### src/rtl/egg_timer_bank.sv
// Bank of NUM_CH independent MM:SS BCD countdown timers sharing one one-second prescaler.
// Commands are single-cycle pulses addressed by ch_sel; digits show the addressed channel.
module egg_timer_bank #(
    parameter int NUM_CH   = 4,
    parameter int CH_W     = 2,
    parameter int TICK_DIV = 50000000,
    parameter int FLASH_EN = 1
) (
    input  logic                clk,
    input  logic                reset_n,
    input  logic [CH_W-1:0]     ch_sel,
    input  logic [7:0]          load_val,
    input  logic                load_sec,
    input  logic                load_min,
    input  logic                start_stop,
    input  logic                clear,
    output logic [3:0]          digit0,
    output logic [3:0]          digit1,
    output logic [3:0]          digit2,
    output logic [3:0]          digit3,
    output logic [NUM_CH-1:0]   running,
    output logic [NUM_CH-1:0]   expired,
    output logic [NUM_CH-1:0]   flash,
    output logic                tick,
    output logic [2*NUM_CH-1:0] state_dbg
);

    typedef enum logic [1:0] {
        IDLE    = 2'd0,
        RUN     = 2'd1,
        PAUSE   = 2'd2,
        EXPIRED = 2'd3
    } ch_state_t;

    localparam int PW = (TICK_DIV > 2) ? $clog2(TICK_DIV) : 1;
    localparam logic [PW-1:0] PRESC_MAX = PW'(TICK_DIV - 1);

    logic [PW-1:0]     presc_q;
    logic              phase_q;
    ch_state_t         state_q  [NUM_CH];
    ch_state_t         state_d  [NUM_CH];
    logic [15:0]       val_q    [NUM_CH];
    logic [15:0]       val_d    [NUM_CH];
    logic [15:0]       preset_q [NUM_CH];
    logic [15:0]       preset_d [NUM_CH];
    logic [NUM_CH-1:0] hit;
    logic              any_cmd;
    logic [7:0]        sec_field;
    logic [7:0]        min_field;
    logic [15:0]       shown;

    function automatic logic [3:0] clamp(input logic [3:0] d, input logic [3:0] lim);
        return (d > lim) ? lim : d;
    endfunction

    // One-second BCD borrow chain; 00:00 is held rather than wrapped.
    function automatic logic [15:0] bcd_dec(input logic [15:0] v);
        logic [3:0] so, st, mo, mt;
        {mt, mo, st, so} = v;
        if (so != 4'd0) begin
            so = so - 4'd1;
        end else begin
            so = 4'd9;
            if (st != 4'd0) begin
                st = st - 4'd1;
            end else begin
                st = 4'd5;
                if (mo != 4'd0) begin
                    mo = mo - 4'd1;
                end else begin
                    mo = 4'd9;
                    if (mt != 4'd0) mt = mt - 4'd1;
                    else {mt, mo, st, so} = 16'h0000;
                end
            end
        end
        return {mt, mo, st, so};
    endfunction

    assign tick      = (presc_q == PRESC_MAX);
    assign any_cmd   = clear | load_min | load_sec | start_stop;
    assign sec_field = {clamp(load_val[7:4], 4'd5), clamp(load_val[3:0], 4'd9)};
    assign min_field = {clamp(load_val[7:4], 4'd9), clamp(load_val[3:0], 4'd9)};

    // Addresses at or above NUM_CH match no channel, so they are ignored and display 0000.
    always_comb begin
        hit   = '0;
        shown = 16'h0000;
        for (int i = 0; i < NUM_CH; i++) begin
            hit[i] = (ch_sel == CH_W'(i));
            if (hit[i]) shown = val_q[i];
        end
    end

    assign {digit3, digit2, digit1, digit0} = shown;

    always_ff @(posedge clk or negedge reset_n) begin
        if (!reset_n) begin
            presc_q <= '0;
            phase_q <= 1'b0;
        end else begin
            presc_q <= tick ? '0 : presc_q + 1'b1;
            if (tick) phase_q <= ~phase_q;
        end
    end

    always_ff @(posedge clk or negedge reset_n) begin
        if (!reset_n) begin
            for (int i = 0; i < NUM_CH; i++) begin
                state_q[i]  <= IDLE;
                val_q[i]    <= 16'h0000;
                preset_q[i] <= 16'h0000;
            end
        end else begin
            for (int i = 0; i < NUM_CH; i++) begin
                state_q[i]  <= state_d[i];
                val_q[i]    <= val_d[i];
                preset_q[i] <= preset_d[i];
            end
        end
    end

    // An addressed command takes the channel's whole cycle, so a coincident tick skips it.
    always_comb begin
        for (int i = 0; i < NUM_CH; i++) begin
            state_d[i]  = state_q[i];
            val_d[i]    = val_q[i];
            preset_d[i] = preset_q[i];
            if (hit[i] && any_cmd) begin
                if (clear) begin
                    state_d[i]  = IDLE;
                    val_d[i]    = 16'h0000;
                    preset_d[i] = 16'h0000;
                end else if (load_min) begin
                    if (state_q[i] == IDLE || state_q[i] == PAUSE) begin
                        val_d[i][15:8]    = min_field;
                        preset_d[i][15:8] = min_field;
                    end
                end else if (load_sec) begin
                    if (state_q[i] == IDLE || state_q[i] == PAUSE) begin
                        val_d[i][7:0]    = sec_field;
                        preset_d[i][7:0] = sec_field;
                    end
                end else begin
                    case (state_q[i])
                        IDLE:    if (val_q[i] != 16'h0000) state_d[i] = RUN;
                        RUN:     state_d[i] = PAUSE;
                        PAUSE:   if (val_q[i] != 16'h0000) state_d[i] = RUN;
                        EXPIRED: begin
                            state_d[i] = IDLE;
                            val_d[i]   = preset_q[i];
                        end
                        default: state_d[i] = IDLE;
                    endcase
                end
            end else if (tick && state_q[i] == RUN) begin
                val_d[i] = bcd_dec(val_q[i]);
                if (val_d[i] == 16'h0000) state_d[i] = EXPIRED;
            end
        end
    end

    always_comb begin
        running   = '0;
        expired   = '0;
        flash     = '0;
        state_dbg = '0;
        for (int i = 0; i < NUM_CH; i++) begin
            running[i]           = (state_q[i] == RUN);
            expired[i]           = (state_q[i] == EXPIRED);
            flash[i]             = expired[i] & ((FLASH_EN != 0) ? phase_q : 1'b1);
            state_dbg[2*i +: 2]  = state_q[i];
        end
    end

endmodule

### config.mk
export PLATFORM = sky130hd
export DESIGN_NAME = egg_timer_bank
export DESIGN_NICKNAME = d
export VERILOG_FILES = /design/src/rtl/egg_timer_bank.sv
export SDC_FILE = /design/constraint.sdc
export NUM_CORES = 1
export LEC_CHECK = 0
export CAP_MARGIN = 25
export CORE_MARGIN = 3
export CORE_UTILIZATION = 50
export CTS_CLUSTER_DIAMETER = 50
export DETAILED_ROUTE_END_ITERATION = 10
export DONT_BUFFER_PORTS = 1
export PLACE_DENSITY_LB_ADDON = 0.08
export SETUP_SLACK_MARGIN = 0.1
export SLEW_MARGIN = 10
export SYNTH_ARGS = -nofsm -noshare
export SYNTH_HDL_FRONTEND = slang
export SYNTH_SLANG_ARGS = --single-unit
export TNS_END_PERCENT = 30
### constraint.sdc
create_clock -name clk -period 6.4 [get_ports clk]
set_input_delay 1.6 -clock clk [delete_from_list [all_inputs] [get_ports clk]]
set_output_delay 1.6 -clock clk [all_outputs]
set_load 0.03 [all_outputs]
---- Yosys cells after proc, flatten, opt, wreduce, memory -nomap -nowiden ----
Index checks and enable logic that the tools add are counted.
storage, ports and cells
  word-level logic and storage cells ...... 366
  output and inout port bits .............. 37
  flip-flop bits (word level) ............. 163
operators by class
  reductions and logical operators ........ 79
  add/sub/neg operators ................... 17
  $lt $le $gt $ge ......................... 3
  muxes and demuxes ....................... 188
  eq/ne operators ......................... 49
  bitwise operators ....................... 8
operators by type and width
  kind                                                   count
  2-to-1 mux 16 bit                                      24
  2-to-1 mux 4 bit                                       87
  2-to-1 mux 8 bit                                       36
  logical NOT 16 bit                                     4
  nonzero test 16 bit                                    4
  nonzero test 4 bit                                     16
  subtractor 4 x 1 -> 4 bit (second input constant)      16
  2-to-1 mux 2 bit                                       28
  != test 4 x 3 -> 1 bit (second input constant)         12
  != test 4 bit (second input constant)                  12
  AND reduction 4 bit                                    12
  nonzero test 2 bit                                     14
  adder 26 x 1 -> 26 bit (second input constant)         1
  == test 26 bit (second input constant)                 1
  2-to-1 mux 26 bit                                      1
  2-to-1 mux 3 bit                                       8
  != test 3 bit (second input constant)                  8
  case mux 2 bit (3 select lines)                        4
  == test 2 bit (second input constant)                  10
  AND reduction 5 bit                                    4
  AND reduction 3 bit                                    4
  == test 2 x 1 -> 1 bit (second input constant)         5
  logical NOT 2 bit                                      5
  greater-than comparator 4 bit (second input constant)  2
  8 further kinds                                        26

---- Longest topological paths before layout ----
Gate-level depths: netlist of run 1.
  depth in word-level cells ............... 11
  mapped depth ............................ 9
  mapped depth without buffers ............ 7

---- Least setup slack after synthesis of run 1 ----
No wires, ideal clock.
  path type ............................... input-to-output
  start ................................... in ch_sel[0]
  end ..................................... out digit1[3]
  setup slack ............................. 1.702 ns
  stages .................................. 4
  required time ........................... 4.800 ns
  arrival time ............................ 3.098 ns
  path through ............................ clkbuf_1 -> buf_2 -> buf_2 -> mux4_2
between the ends
  word-level cells in the longest chain between the ends .. 5
RTL lines
  what                            RTL line  RTL
  from (decl)                     11        input logic [CH_W-1:0] ch_sel,
  logical NOT 2 bit               90        hit[i] = (ch_sel == CH_W'(i));
  2-to-1 mux 16 bit (3 in a row)  91        if (hit[i]) shown = val_q[i];
  2-to-1 mux 16 bit *             91
  to (decl)                       18        output logic [3:0] digit1,
Every way passes the cells marked *; elsewhere a longest branch is shown, timed or not.

---- Worst setup path in the final report of run 1 ----
  start ................................... in ch_sel[0]
  end ..................................... out digit0[0]
between the ends
  word-level cells in the longest chain between the ends .. 5
RTL lines
  what                            RTL line  RTL
  logical NOT 2 bit               90
  2-to-1 mux 16 bit (3 in a row)  91
  2-to-1 mux 16 bit *             91
  to (decl)                       17        output logic [3:0] digit0,
Marks and branches as above.

==> results of run 1 <==
## state kept, by name, indices dropped and copies added, names as in the netlist
| name | flops |
|---|---|
| preset_q | 64 |
| val_q | 64 |
| presc_q | 26 |
| phase_q | 1 |
| state_dbg | 8 |
## cell type report
cell class,instances,area [um^2]
fill,1796,8440
inverter,49,184
sequential,163,4080
timing repair buffer,15,113
multi-input combinational,876,5260
clock buffer,21,470
tap,260,325
clock inverter,11,143
## report_power, final
group	switching, mW	internal (mW)	leakage (nW)	total [mW]
logic	0.814	0.516	1.85	1.33
registers	0.472	1.25	2.14	1.72
clock network	0.456	0.617	0.298	1.07
## cell usage in the layout (no fill, tap or decap), types with 8 or more instances in the layout
cell type / Yosys / routed
sky130_fd_sc_hd__a22o_1: 10 / 10
sky130_fd_sc_hd__o21ai_0: 173 / 173
sky130_fd_sc_hd__nor2b_1: 13 / 13
sky130_fd_sc_hd__nand2b_1: 13 / 13
sky130_fd_sc_hd__mux2_2: 8 / 8
sky130_fd_sc_hd__dfrtp_1: 163 / 163
sky130_fd_sc_hd__and3_1: 8 / 8
sky130_fd_sc_hd__xnor2_1: 12 / 12
sky130_fd_sc_hd__nor4_1: 13 / 12
sky130_fd_sc_hd__xor2_1: 15 / 15
sky130_fd_sc_hd__buf_4: 0 / 15
sky130_fd_sc_hd__mux4_2: 15 / 15
sky130_fd_sc_hd__a31oi_1: 17 / 17
sky130_fd_sc_hd__nand3_1: 22 / 22
sky130_fd_sc_hd__inv_1: 49 / 49
sky130_fd_sc_hd__and2_1: 12 / 12
sky130_fd_sc_hd__a21oi_1: 56 / 56
sky130_fd_sc_hd__o22ai_1: 17 / 17
sky130_fd_sc_hd__nor2_1: 126 / 125
sky130_fd_sc_hd__o211ai_1: 15 / 15
sky130_fd_sc_hd__a32oi_1: 8 / 8
sky130_fd_sc_hd__nand2_1: 132 / 132
sky130_fd_sc_hd__o21ai_1: 14 / 14
sky130_fd_sc_hd__nor3_1: 37 / 36
sky130_fd_sc_hd__clkbuf_16: 0 / 17
sky130_fd_sc_hd__nand4_1: 12 / 12
## cell families (layout without fill, tap and decap cells)
kind of cell / Yosys count / count (layout) / synth area share (%)
AOI/OAI and AO/OA: 384 / 384 / 23.9
xor gates and xnor gates: 27 / 27 / 2.41
adders and majority gates: 1 / 1 / 0.127
buffers and inverters: 125 / 96 / 5.07
DFF: 163 / 163 / 41.5
muxes: 27 / 27 / 4.93
and+or+nand+nor: 437 / 437 / 22.0
## through the flow
step                      setup WS [ps]  util (%)  cell area, um^2
after global placement             2450      52.2             9930
final                              2460      55.6            10600
after detailed placement           2470      52.2             9930
after floorplan                    1700         -             9820
after CTS                          2480      55.5            10500
after global routing               2480      55.6            10600
## metal layers
layer / wire (um) / GRT usage [%] / vias to the layer above
met5: 0 / 0 / -
met4: 1170 / 11.8 / 0
met3: 3370 / 7.76 / 72
met2: 14300 / 44.2 / 500
met1: 14000 / 43.8 / 4284
li1: - / - / 4145
## worst min-delay path, delay by kind of cell (launching register included)
family	cells	cell delay, ps
DFF	1	340
AOI/OAI and AO/OA	1	60
and+or+nand+nor	1	50
## worst paths after layout
path / startpoint / to / cells past startpoint
min reg2reg: preset_q[10] / preset_q[10] / 2
max reg2reg: state_dbg[6] / val_q[4] / 5
min: preset_q[10] / preset_q[10] / 2
max: ch_sel[0] / digit0[0] / 1
min in group asynchronous: reset_n / val_q[61] / 0
max in group asynchronous: reset_n / val_q[18] / 0
## synthesized netlist by cell type, types with 8 or more instances
cell type                  number
sky130_fd_sc_hd__a31oi_1       17
sky130_fd_sc_hd__nor2_1       126
sky130_fd_sc_hd__nand2_1      132
sky130_fd_sc_hd__o211ai_1      15
sky130_fd_sc_hd__a22o_1        10
sky130_fd_sc_hd__o21ai_0      173
sky130_fd_sc_hd__xnor2_1       12
sky130_fd_sc_hd__nand3_1       22
sky130_fd_sc_hd__nor2b_1       13
sky130_fd_sc_hd__mux2_2         8
sky130_fd_sc_hd__nand2b_1      13
sky130_fd_sc_hd__xor2_1        15
sky130_fd_sc_hd__a32oi_1        8
sky130_fd_sc_hd__nor3_1        37
sky130_fd_sc_hd__o22ai_1       17
sky130_fd_sc_hd__nand4_1       12
sky130_fd_sc_hd__a21oi_1       56
sky130_fd_sc_hd__dfrtp_1      163
sky130_fd_sc_hd__and3_1         8
sky130_fd_sc_hd__o21ai_1       14
sky130_fd_sc_hd__mux4_2        15
sky130_fd_sc_hd__clkbuf_1      63
sky130_fd_sc_hd__nor4_1        13
sky130_fd_sc_hd__and2_1        12
sky130_fd_sc_hd__inv_1         49
==> impl_summary.log, run 1 <==
[metrics] buffer cell driving the clock tree root: sky130_fd_sc_hd__clkbuf_16
[metrics] Detail Placement HPWL: around 24000 um
[metrics] Syn Nets: 1181
[metrics] post-cts sizing count: 0
[metrics] run status: finished, final reports clean
[metrics] sum of negative setup slack: 0 ps
[metrics] vias per cell: around 6.5
[metrics] pin count of the biggest net entering global routing: 164
[metrics] number of nets with antenna violations after detailed routing: 0
[metrics] Required @ worst endpoint: ~4800 ps
[metrics] flip-flop and latch count after synthesis: 163
[metrics] clock latency reported for the late side of the worst-skew pair: around 440 ps
[metrics] standard cell core area: ~0.019 mm^2
[metrics] Critical Path Source Type: input pin
[metrics] FFs w/ async S/R, synth: 100%
[metrics] total congestion overflow: 0
[metrics] sequential area share after synthesis: between 40% and 50%
[metrics] Power Density: 390 mW/mm^2
[metrics] drt first pass iters: 8
[metrics] Critical-path top delay cell: sky130_fd_sc_hd__mux4_1
[metrics] global-route wire length before repair: between 50000 and 60000 um
[metrics] Placer Congestion: roughly 1
[metrics] register clock-pin slew on the reported worst setup and hold paths: roughly 60 ps
[metrics] sink count of the clock tree: 163
[metrics] number of global-route vias before repair: ~8200
[metrics] count of placed standard cells including taps: between 1000 and 1500
[metrics] Buf+Inv Stages, Crit Path: 0
[metrics] period utilisation layout: 61.5%
[metrics] kind of critical path: in -> out
[metrics] quantity of hold-fixing buffers added after cts: 0
[metrics] number of nets in the layout: between 1000 and 1500
[metrics] detailed router's first-iteration violation count: about 1100
[metrics] flop-to-flop setup slack: ~3400 ps
[metrics] unique cell type count in the Yosys netlist: 79
[metrics] number of warnings issued by yosys: 0
[metrics] final setup vio count: 0
[metrics] Max clock buf depth: 2
[metrics] headroom to the max-slew limit: 33.4%
[metrics] maximum fanout count along the critical path: 28
[metrics] Tot Pwr: between 4 and 5 mW
[metrics] H-tree levels: 4
[metrics] total count of hold-check failures in the final report: 0
[metrics] floorplan die width: ~150 um
[metrics] Die Ht: around 150 um
[metrics] CP Data Arrival Time: between 2000 and 2500 ps
[metrics] share of cells above drive strength 1: under 10%
[metrics] Max Clock Freq: roughly 250 MHz
[metrics] largest area contributor in the netlist: sky130_fd_sc_hd__dfrtp_1
[metrics] setup repair bufs after CTS: 0
[metrics] Final Max Slew Viols: 0
[metrics] Critical Path, Cell by Cell: mux4_1
[metrics] Top Family by Delay on Critical Path: multiplexers
[metrics] area share of the largest cell type after synthesis: between 40 and 50%
[metrics] Placement Rows: 50
[metrics] netlist area before placement: approximately 0.01 mm^2
[metrics] setup repair after global routing missed its margin: false
[metrics] worst hold path class: reg -> reg
[metrics] starting utilization of the core area: between 50 and 60%
[metrics] max-capacitance violation count: 0
[metrics] antenna cells: 0
[metrics] Layout Cells excl Fill: between 1000 and 1500
[metrics] Post-synth EDFFs: 0
[metrics] IR Drop Worst-Case VDD: 0.185 mV
[metrics] remaining routing DRC violations: 0
[metrics] slew of the pin with the lowest slew margin: between 900 and 1000 ps
[metrics] CTS tree: done
[metrics] final worst path period need: just under 4000 ps
[metrics] Mapped Avg Cell Area: ~8.4 um^2
[metrics] clock skew after layout: between 10 and 15 ps
[metrics] ys flop type: sky130_fd_sc_hd__dfrtp_1
[metrics] global-route usage over all layers: 30.4%
[metrics] Ports: 53
[metrics] longest individual stage delay on the worst path: just over 700 ps
[metrics] Buffers on Ports: 0
[metrics] Routed WL per cell: ~24 um
[metrics] top cells by area, synth: sky130_fd_sc_hd__dfrtp_1, sky130_fd_sc_hd__o21ai_0, sky130_fd_sc_hd__nand2_1
[metrics] Static Leakage: 4.28 nW
[metrics] aggregate routed wire length: 32800 um
[metrics] antenna violations before repair: 0
[metrics] post-synthesis cell count: about 1200
[metrics] worst-case hold slack: 481 ps
[metrics] area overhead of the layout relative to synthesis: 7.70%
[metrics] total die area: ~0.021 mm^2
[metrics] endpoint kind of the worst setup timing path: output port
[metrics] total vias in the final route: between 9000 and 10000
[metrics] number of CTS-inserted buffers: 17
No activity file was read; power rests on OpenSTA's default activity.
==> run 2: changes to the inputs <==
==> constraint.sdc (replaced) <==
create_clock -name clk -period 3.5 [get_ports clk]
set_input_delay 0.875 -clock clk [delete_from_list [all_inputs] [get_ports clk]]
set_output_delay 0.875 -clock clk [all_outputs]
set_load 0.03 [all_outputs]
==> run 2 against run 1 <==
Against the previous run:
- worst hold slack worse by 340 ps
- total power is 83% higher
- core utilization is 0.72 points higher
- global-route usage is 0.46 points higher
- worst setup slack worse by 1900 ps
- clock skew is 0.87 ps lower
- first-iteration DRC count is 4.7% higher
- sequential cell count stayed put
- final cell count is 1.4% higher
- register-to-register slack worse by 2700 ps
- wire length is 1.1% higher
- non-clock buffer count is 19 higher
- critical path type is now reg -> out
- critical endpoint is now tick
- largest power group unchanged
- highest routed layer is now met5
==> impl_summary.log, run 2 (synthesis gave the netlist of run 1 again) <==
[metrics] run status: finished, final reports clean
[metrics] register share of total power: between 40 and 50%
[metrics] Die Ht: ~150 um
[metrics] clock power share: between 20% and 30%
[metrics] global-route usage over all layers: a little under a third
[metrics] Critical Path Start: presc_q[5]
[metrics] count of placed standard cells including taps: ~1400
[metrics] Regs by FF count: preset_q: 64 flops, val_q: 64 flops, presc_q: 26 flops
[metrics] worst hold path class: in -> async
[metrics] global routing met2 resource utilization: 46.2%
[metrics] Reg2Reg Launch Point: presc_q[9]
[metrics] number of nets with antenna violations after detailed routing: 0
[metrics] detailed router's first-iteration violation count: between 1000 and 1500
[metrics] switching share of power: 41.7%
[metrics] CTS tree: done
[metrics] register clock-pin slew on the reported worst setup and hold paths: about 70 ps
[metrics] share of cells above drive strength 1: under 10%
[metrics] busiest metal layer after global routing: met2
[metrics] number of global-route vias before repair: between 8000 and 9000
[metrics] period utilisation layout: between 80% and 90%
[metrics] Static Leakage: approximately 4.4 nW
[metrics] floorplan die width: 146 um
[metrics] routing usage on met3: under 10%
[metrics] total count of hold-check failures in the final report: 0
[metrics] Routed WL per cell: 23.4 um
[metrics] CP Data Arrival Time: roughly 2100 ps
[metrics] clock skew after layout: 9.25 ps
[metrics] Tot Pwr: 7.54 mW
[metrics] starting utilization of the core area: roughly half
[metrics] most frequent cells in the layout: sky130_fd_sc_hd__o21ai_0, sky130_fd_sc_hd__dfrtp_1, sky130_fd_sc_hd__nand2_1
[metrics] vias per cell: 6.49
[metrics] H-tree levels: 4
[metrics] area used by sequential logic in the layout: ~0.0041 mm^2
[metrics] number of cells traversed by the worst register-to-register path: 6
[metrics] clock latency reported for the late side of the worst-skew pair: between 400 and 500 ps
[metrics] pin count of the biggest net entering global routing: roughly 160
[metrics] final worst-path setup slack: between 500 and 600 ps
[metrics] post-cts sizing count: 0
[metrics] slew of the pin with the lowest slew margin: between 1000 and 1500 ps
[metrics] aggregate routed wire length: 33200 um
[metrics] maximum fanout count along the critical path: 12
[metrics] Buffers on Ports: 0
[metrics] global-route wire length before repair: 51200 um
[metrics] area of the multi-input gates: about 0.0053 mm^2
[metrics] Critical-path top delay cell: sky130_fd_sc_hd__or4_1
[metrics] power share of the combinational group: about a third
[metrics] Critical Path, Cell by Cell: nand4_1 -> or4_1 -> nor4_2 -> buf_4
[metrics] quantity of hold-fixing buffers added after cts: 0
[metrics] final setup vio count: 0
[metrics] kind of critical path: reg -> out
[metrics] longest individual stage delay on the worst path: between 500 and 600 ps
[metrics] number of cells on the critical path: 4
[metrics] sum of negative setup slack: 0 ps
[metrics] Buf+Inv Stages, Crit Path: 1
[metrics] max-capacitance violation count: 0
[metrics] Required @ worst endpoint: 2620 ps
[metrics] number of CTS-inserted buffers: 17
[metrics] utilization after layout: between 50 and 60%
[metrics] worst setup slack after placement: slightly below 600 ps
[metrics] setup repair after global routing missed its margin: false
[metrics] Max Clock Freq: around 340 MHz
[metrics] Top Family by Delay on Critical Path: simple AND/OR/NAND/NOR gates
[metrics] number of nets in the layout: 1158
[metrics] Internal Power: approximately 4.4 mW
[metrics] Placement Rows: 50
[metrics] total vias in the final route: between 9000 and 10000
[metrics] antenna cells: 0
[metrics] drt first pass iters: 6
[metrics] area overhead of the layout relative to synthesis: 9.08%
[metrics] Placer Congestion: approximately 0.95
[metrics] Layout Cells excl Fill: between 1000 and 1500
[metrics] met1 usage in global routing: about 45%
[metrics] Max clock buf depth: 2
[metrics] remaining routing DRC violations: 0
[metrics] Critical Path Source Type: register
[metrics] buffer cell driving the clock tree root: sky130_fd_sc_hd__clkbuf_16
[metrics] total congestion overflow: 0
[metrics] Ports: between 50 and 60
[metrics] sink count of the clock tree: ~160
[metrics] Filler cells: between 1500 and 2000
[metrics] most common library cell in the layout ignoring fill and taps: sky130_fd_sc_hd__o21ai_0
[metrics] Power Density: just over 700 mW/mm^2
[metrics] standard cell core area: 0.0190 mm^2
[metrics] endpoint kind of the worst setup timing path: output port
[metrics] antenna violations before repair: 2
[metrics] setup repair bufs after CTS: 0
[metrics] Final Max Slew Viols: 0
[metrics] Detail Placement HPWL: around 24000 um
[metrics] total die area: around 0.021 mm^2
[metrics] IR Drop Worst-Case VDD: around 0.42 mV
[metrics] switching pwr: between 3 and 4 mW
[metrics] final worst path period need: 2920 ps
[metrics] headroom to the max-slew limit: roughly 28%
-- run 2: cell types whose count changed in the layout (fill, tap and decap cells not counted), moves of 2 or more --
cell                         previous run  this run
sky130_fd_sc_hd__buf_4                 15        33
sky130_fd_sc_hd__clkinv_4               4         2
sky130_fd_sc_hd__clkinvlp_4             1         3
sky130_fd_sc_hd__inv_8                  2         0
-- run 2: power groups by stage --
stage / sequential [mW] / combinational [mW] / clock (mW)
floorplan: 2.70 / 2.12 / 0
CTS: 3.05 / 2.47 / 1.96
global placement: 3.08 / 2.45 / 0
detailed placement: 3.08 / 2.46 / 0
finish: 3.09 / 2.51 / 1.94
global route: 3.13 / 2.77 / 2.04
-- run 2: through the flow --
step           instance area (um^2)  hold WS [ps]
6_report                      10700           137
5_1_grt                       10700           115
4_1_cts                       10700           127
3_5_place_dp                  10100           470
3_3_place_gp                  10100           459
2_1_floorplan                  9820           444
-- run 2: final timing paths --
path / to / slack, ps
max reg2reg: val_q[4] / 690
max: tick / 580
min: val_q[57] / 140
min in group clk: preset_q[38] / 480
max in group asynchronous: val_q[26] / 3160
min reg2reg: preset_q[38] / 480
-- run 2: layout make-up --
type	count	area share [%]
sequential	163	38.1
inverter	49	1.72
timing repair buffer	34	2.38
clock buffer	22	4.52
tap	260	3.04
clock inverter	10	1.14
multi-input combinational	876	49.1
-- run 2: metal layers --
layer	vias up	share of wire, %
met5	-	0.039
met4	2	2.8
met3	58	10
met2	515	44
met1	4419	43
li1	4184	-
-- run 2: worst reg2reg max path, stage by stage, from the launching register on --
cell,delay (ps)
sky130_fd_sc_hd__dfrtp_1,450
sky130_fd_sc_hd__nor4b_1,420
sky130_fd_sc_hd__nand4_1,210
sky130_fd_sc_hd__or4_1,590
sky130_fd_sc_hd__a21oi_2,550
sky130_fd_sc_hd__o21ai_0,220
sky130_fd_sc_hd__a22o_1,270
==> run 3: changes to the inputs <==
==> constraint.sdc (replaced) <==
create_clock -name clk -period 2.35 [get_ports clk]
set_input_delay 0.5875 -clock clk [delete_from_list [all_inputs] [get_ports clk]]
set_output_delay 0.5875 -clock clk [all_outputs]
set_load 0.03 [all_outputs]
==> run 3 against run 2 <==
Against the previous run:
- final cell count up 7.4%
- sequential power up 34%
- non-clock buffer count up 106
- count of clock-buffer cells in the layout down 2
- highest routed layer is now met4
- the flow now finishes with violations (negative hold slack, negative setup slack)
- largest power group is now combinational logic
- register-to-register slack worse by 690 ps
==> impl_summary.log, run 3 (synthesis gave the netlist of run 1 again) <==
[metrics] share of cells above drive strength 1: about a fifth
[metrics] total count of hold-check failures in the final report: between 150 and 200
[metrics] global-route wire length before repair: between 50000 and 60000 um
[metrics] vias per cell: ~6.3
[metrics] final worst-path setup slack: -134 ps
[metrics] Die Ht: approximately 150 um
[metrics] power share of the combinational group: 43.2%
[metrics] number of CTS-inserted buffers: 17
[metrics] pin count of the biggest net entering global routing: between 150 and 200
[metrics] worst-case hold slack: -158 ps
[metrics] top routing layer in use: met4
[metrics] total congestion overflow: 0
[metrics] number of nets with antenna violations after detailed routing: 0
[metrics] Routed WL per cell: approximately 23 um
[metrics] capture instance of the worst register-to-register path: val_q[4]
[metrics] Ports: 53
[metrics] clock power share: between 20% and 30%
[metrics] met3 WL post-DR: roughly 3200 um
[metrics] utilization after layout: roughly 60%
[metrics] headroom to the max-slew limit: between 40% and 50%
[metrics] standard cell core area: roughly 0.019 mm^2
[metrics] register clock-pin slew on the reported worst setup and hold paths: about 70 ps
[metrics] Buffers on Ports: 0
[metrics] CP Data Arrival Time: approximately 1900 ps
[metrics] Regs by FF count: preset_q: 64 flops, val_q: 64 flops, presc_q: 26 flops
[metrics] starting utilization of the core area: about half
[metrics] global-route usage over all layers: about a third
[metrics] Required @ worst endpoint: between 1500 and 2000 ps
[metrics] Internal Power: slightly below 7 mW
[metrics] flop-to-flop setup slack: 0 ps
[metrics] final worst path period need: approximately 2500 ps
[metrics] IR Drop Worst-Case VDD: 0.622 mV
[metrics] total vias in the final route: 9525
[metrics] total die area: between 0.02 and 0.025 mm^2
[metrics] number of cells traversed by the worst register-to-register path: 8
[metrics] clock skew after layout: around 9.3 ps
[metrics] switching share of power: 41.9%
[metrics] aggregate routed wire length: around 34000 um
[metrics] clock latency reported for the late side of the worst-skew pair: 430 ps
[metrics] max-capacitance violation count: 0
[metrics] most common library cell in the layout ignoring fill and taps: sky130_fd_sc_hd__dfrtp_1
[metrics] setup repair after global routing missed its margin: true
[metrics] Placement Rows: 50
[metrics] remaining routing DRC violations: 0
[metrics] detailed router's first-iteration violation count: roughly 1000
[metrics] slew of the pin with the lowest slew margin: roughly 900 ps
[metrics] register share of total power: 34.7%
[metrics] period utilisation layout: 106%
[metrics] number of global-route vias before repair: around 9000
[metrics] switching pwr: around 5 mW
[metrics] Max Clock Freq: approximately 400 MHz
[metrics] buffer cell driving the clock tree root: sky130_fd_sc_hd__clkbuf_16
[metrics] sink count of the clock tree: about 160
[metrics] Final Max Slew Viols: 0
[metrics] Filler cells: about 1800
[metrics] routed length on met2: between 15000 and 20000 um
[metrics] worst setup slack after placement: 22.6 ps
[metrics] Critical Path Start: presc_q[20]
[metrics] violations in the final reports: negative hold slack, negative setup slack
[metrics] most frequent cells in the layout: sky130_fd_sc_hd__dfrtp_1, sky130_fd_sc_hd__o21ai_0, sky130_fd_sc_hd__nand2_1
[metrics] Critical Path Source Type: register
[metrics] H-tree levels: 4
[metrics] endpoint of the worst setup timing path: tick
[metrics] antenna cells: 0
[metrics] worst hold path class: in -> async
[metrics] drt first pass iters: 5
[metrics] Detail Placement HPWL: 25700 um
[metrics] Max clock buf depth: 2
[metrics] Power Density: 1030 mW/mm^2
[metrics] Reg2Reg Launch Point: presc_q[7]
[metrics] Placer Congestion: 0.978
[metrics] antenna violations before repair: 0
[metrics] kind of critical path: reg -> out
[metrics] floorplan die width: approximately 150 um
[metrics] maximum fanout count along the critical path: 5
[metrics] Static Leakage: 4.93 nW
[metrics] endpoint kind of the worst setup timing path: output port
[metrics] CTS tree: done
[metrics] number of nets in the layout: roughly 1300
[metrics] final setup vio count: 1
[metrics] run status: finished with violations
[metrics] routed length on met1: between 10000 and 15000 um
[metrics] area overhead of the layout relative to synthesis: 18.6%
-- run 3: cell count changes in the layout (fill, tap and decap cells not counted), moves of 4 or more --
cell and change:
sky130_fd_sc_hd__dfrtp_2 +4, sky130_fd_sc_hd__buf_12 +4, sky130_fd_sc_hd__o21ai_1 +14, sky130_fd_sc_hd__dfrtp_1 -4, sky130_fd_sc_hd__buf_6 +9, sky130_fd_sc_hd__buf_4 +93
sky130_fd_sc_hd__o21ai_0 -16
-- run 3: worst min-delay path by stage --
stage / from / endpoint / slack (ps)
6_report: reset_n / phase_q / -160
5_1_grt: reset_n / phase_q / -170
4_1_cts: reset_n / state_dbg[1] / -160
3_5_place_dp: reset_n / state_dbg[1] / 300
3_3_place_gp: reset_n / state_dbg[1] / 300
2_1_floorplan: reset_n / phase_q / 290
-- run 3: power groups by stage --
stage          logic (mW)  clock network [mW]  registers, mW
6_report             5.17                2.63           4.15
5_1_grt              5.59                2.77           4.22
4_1_cts              5.00                2.66           4.08
2_1_floorplan        3.16                   0           4.02
3_3_place_gp         4.93                   0           4.12
3_5_place_dp         4.95                   0           4.14
-- run 3: repair_timing --
| item | 4_1_cts | 5_1_grt |
|---|---|---|
| pin swaps | 6 | 11 |
| hold endpoints to repair | 163 | 163 |
| resized for setup | 9 | 46 |
| cloned | 0 | 1 |
| setup buffers | 7 | 2 |
| setup endpoints to repair | 22 | 64 |
-- run 3: metrics by stage --
step	area, um^2	TNS (ps)	total power, mW	instances	hold WS, ps
after detailed placement	10900	0	9.09	1478	297
after global routing	11600	-968	12.6	1518	-171
after floorplan	9870	0	7.18	1164	292
after global placement	10900	0	9.06	1478	298
after CTS	11500	-204	11.7	1515	-161
final	11600	-134	12.0	1518	-158
-- run 3: layer usage --
metal	vias to the layer above	GRT usage, %
li1	4390	-
met1	4606	46.4
met2	455	48.9
met3	74	6.39
met4	0	9.69
met5	-	0
-- run 3: cell type report --
class / instances / area (um^2) / area share [%]
clock buffers: 20 / 457 / 3.92
clock inverters: 10 / 78.8 / 0.677
inverters: 49 / 184 / 1.58
multi-input cells: 876 / 5390 / 46.3
flip-flops and latches: 163 / 4080 / 35.1
well taps: 260 / 325 / 2.79
repair buffers: 140 / 1130 / 9.72
-- run 3: critical path, stage by stage (launching register included) --
cell	delay (ps)
sky130_fd_sc_hd__dfrtp_1	390
sky130_fd_sc_hd__and4_1	280
sky130_fd_sc_hd__nand2_2	110
sky130_fd_sc_hd__buf_4	150
sky130_fd_sc_hd__nor4_4	330
sky130_fd_sc_hd__buf_6	210
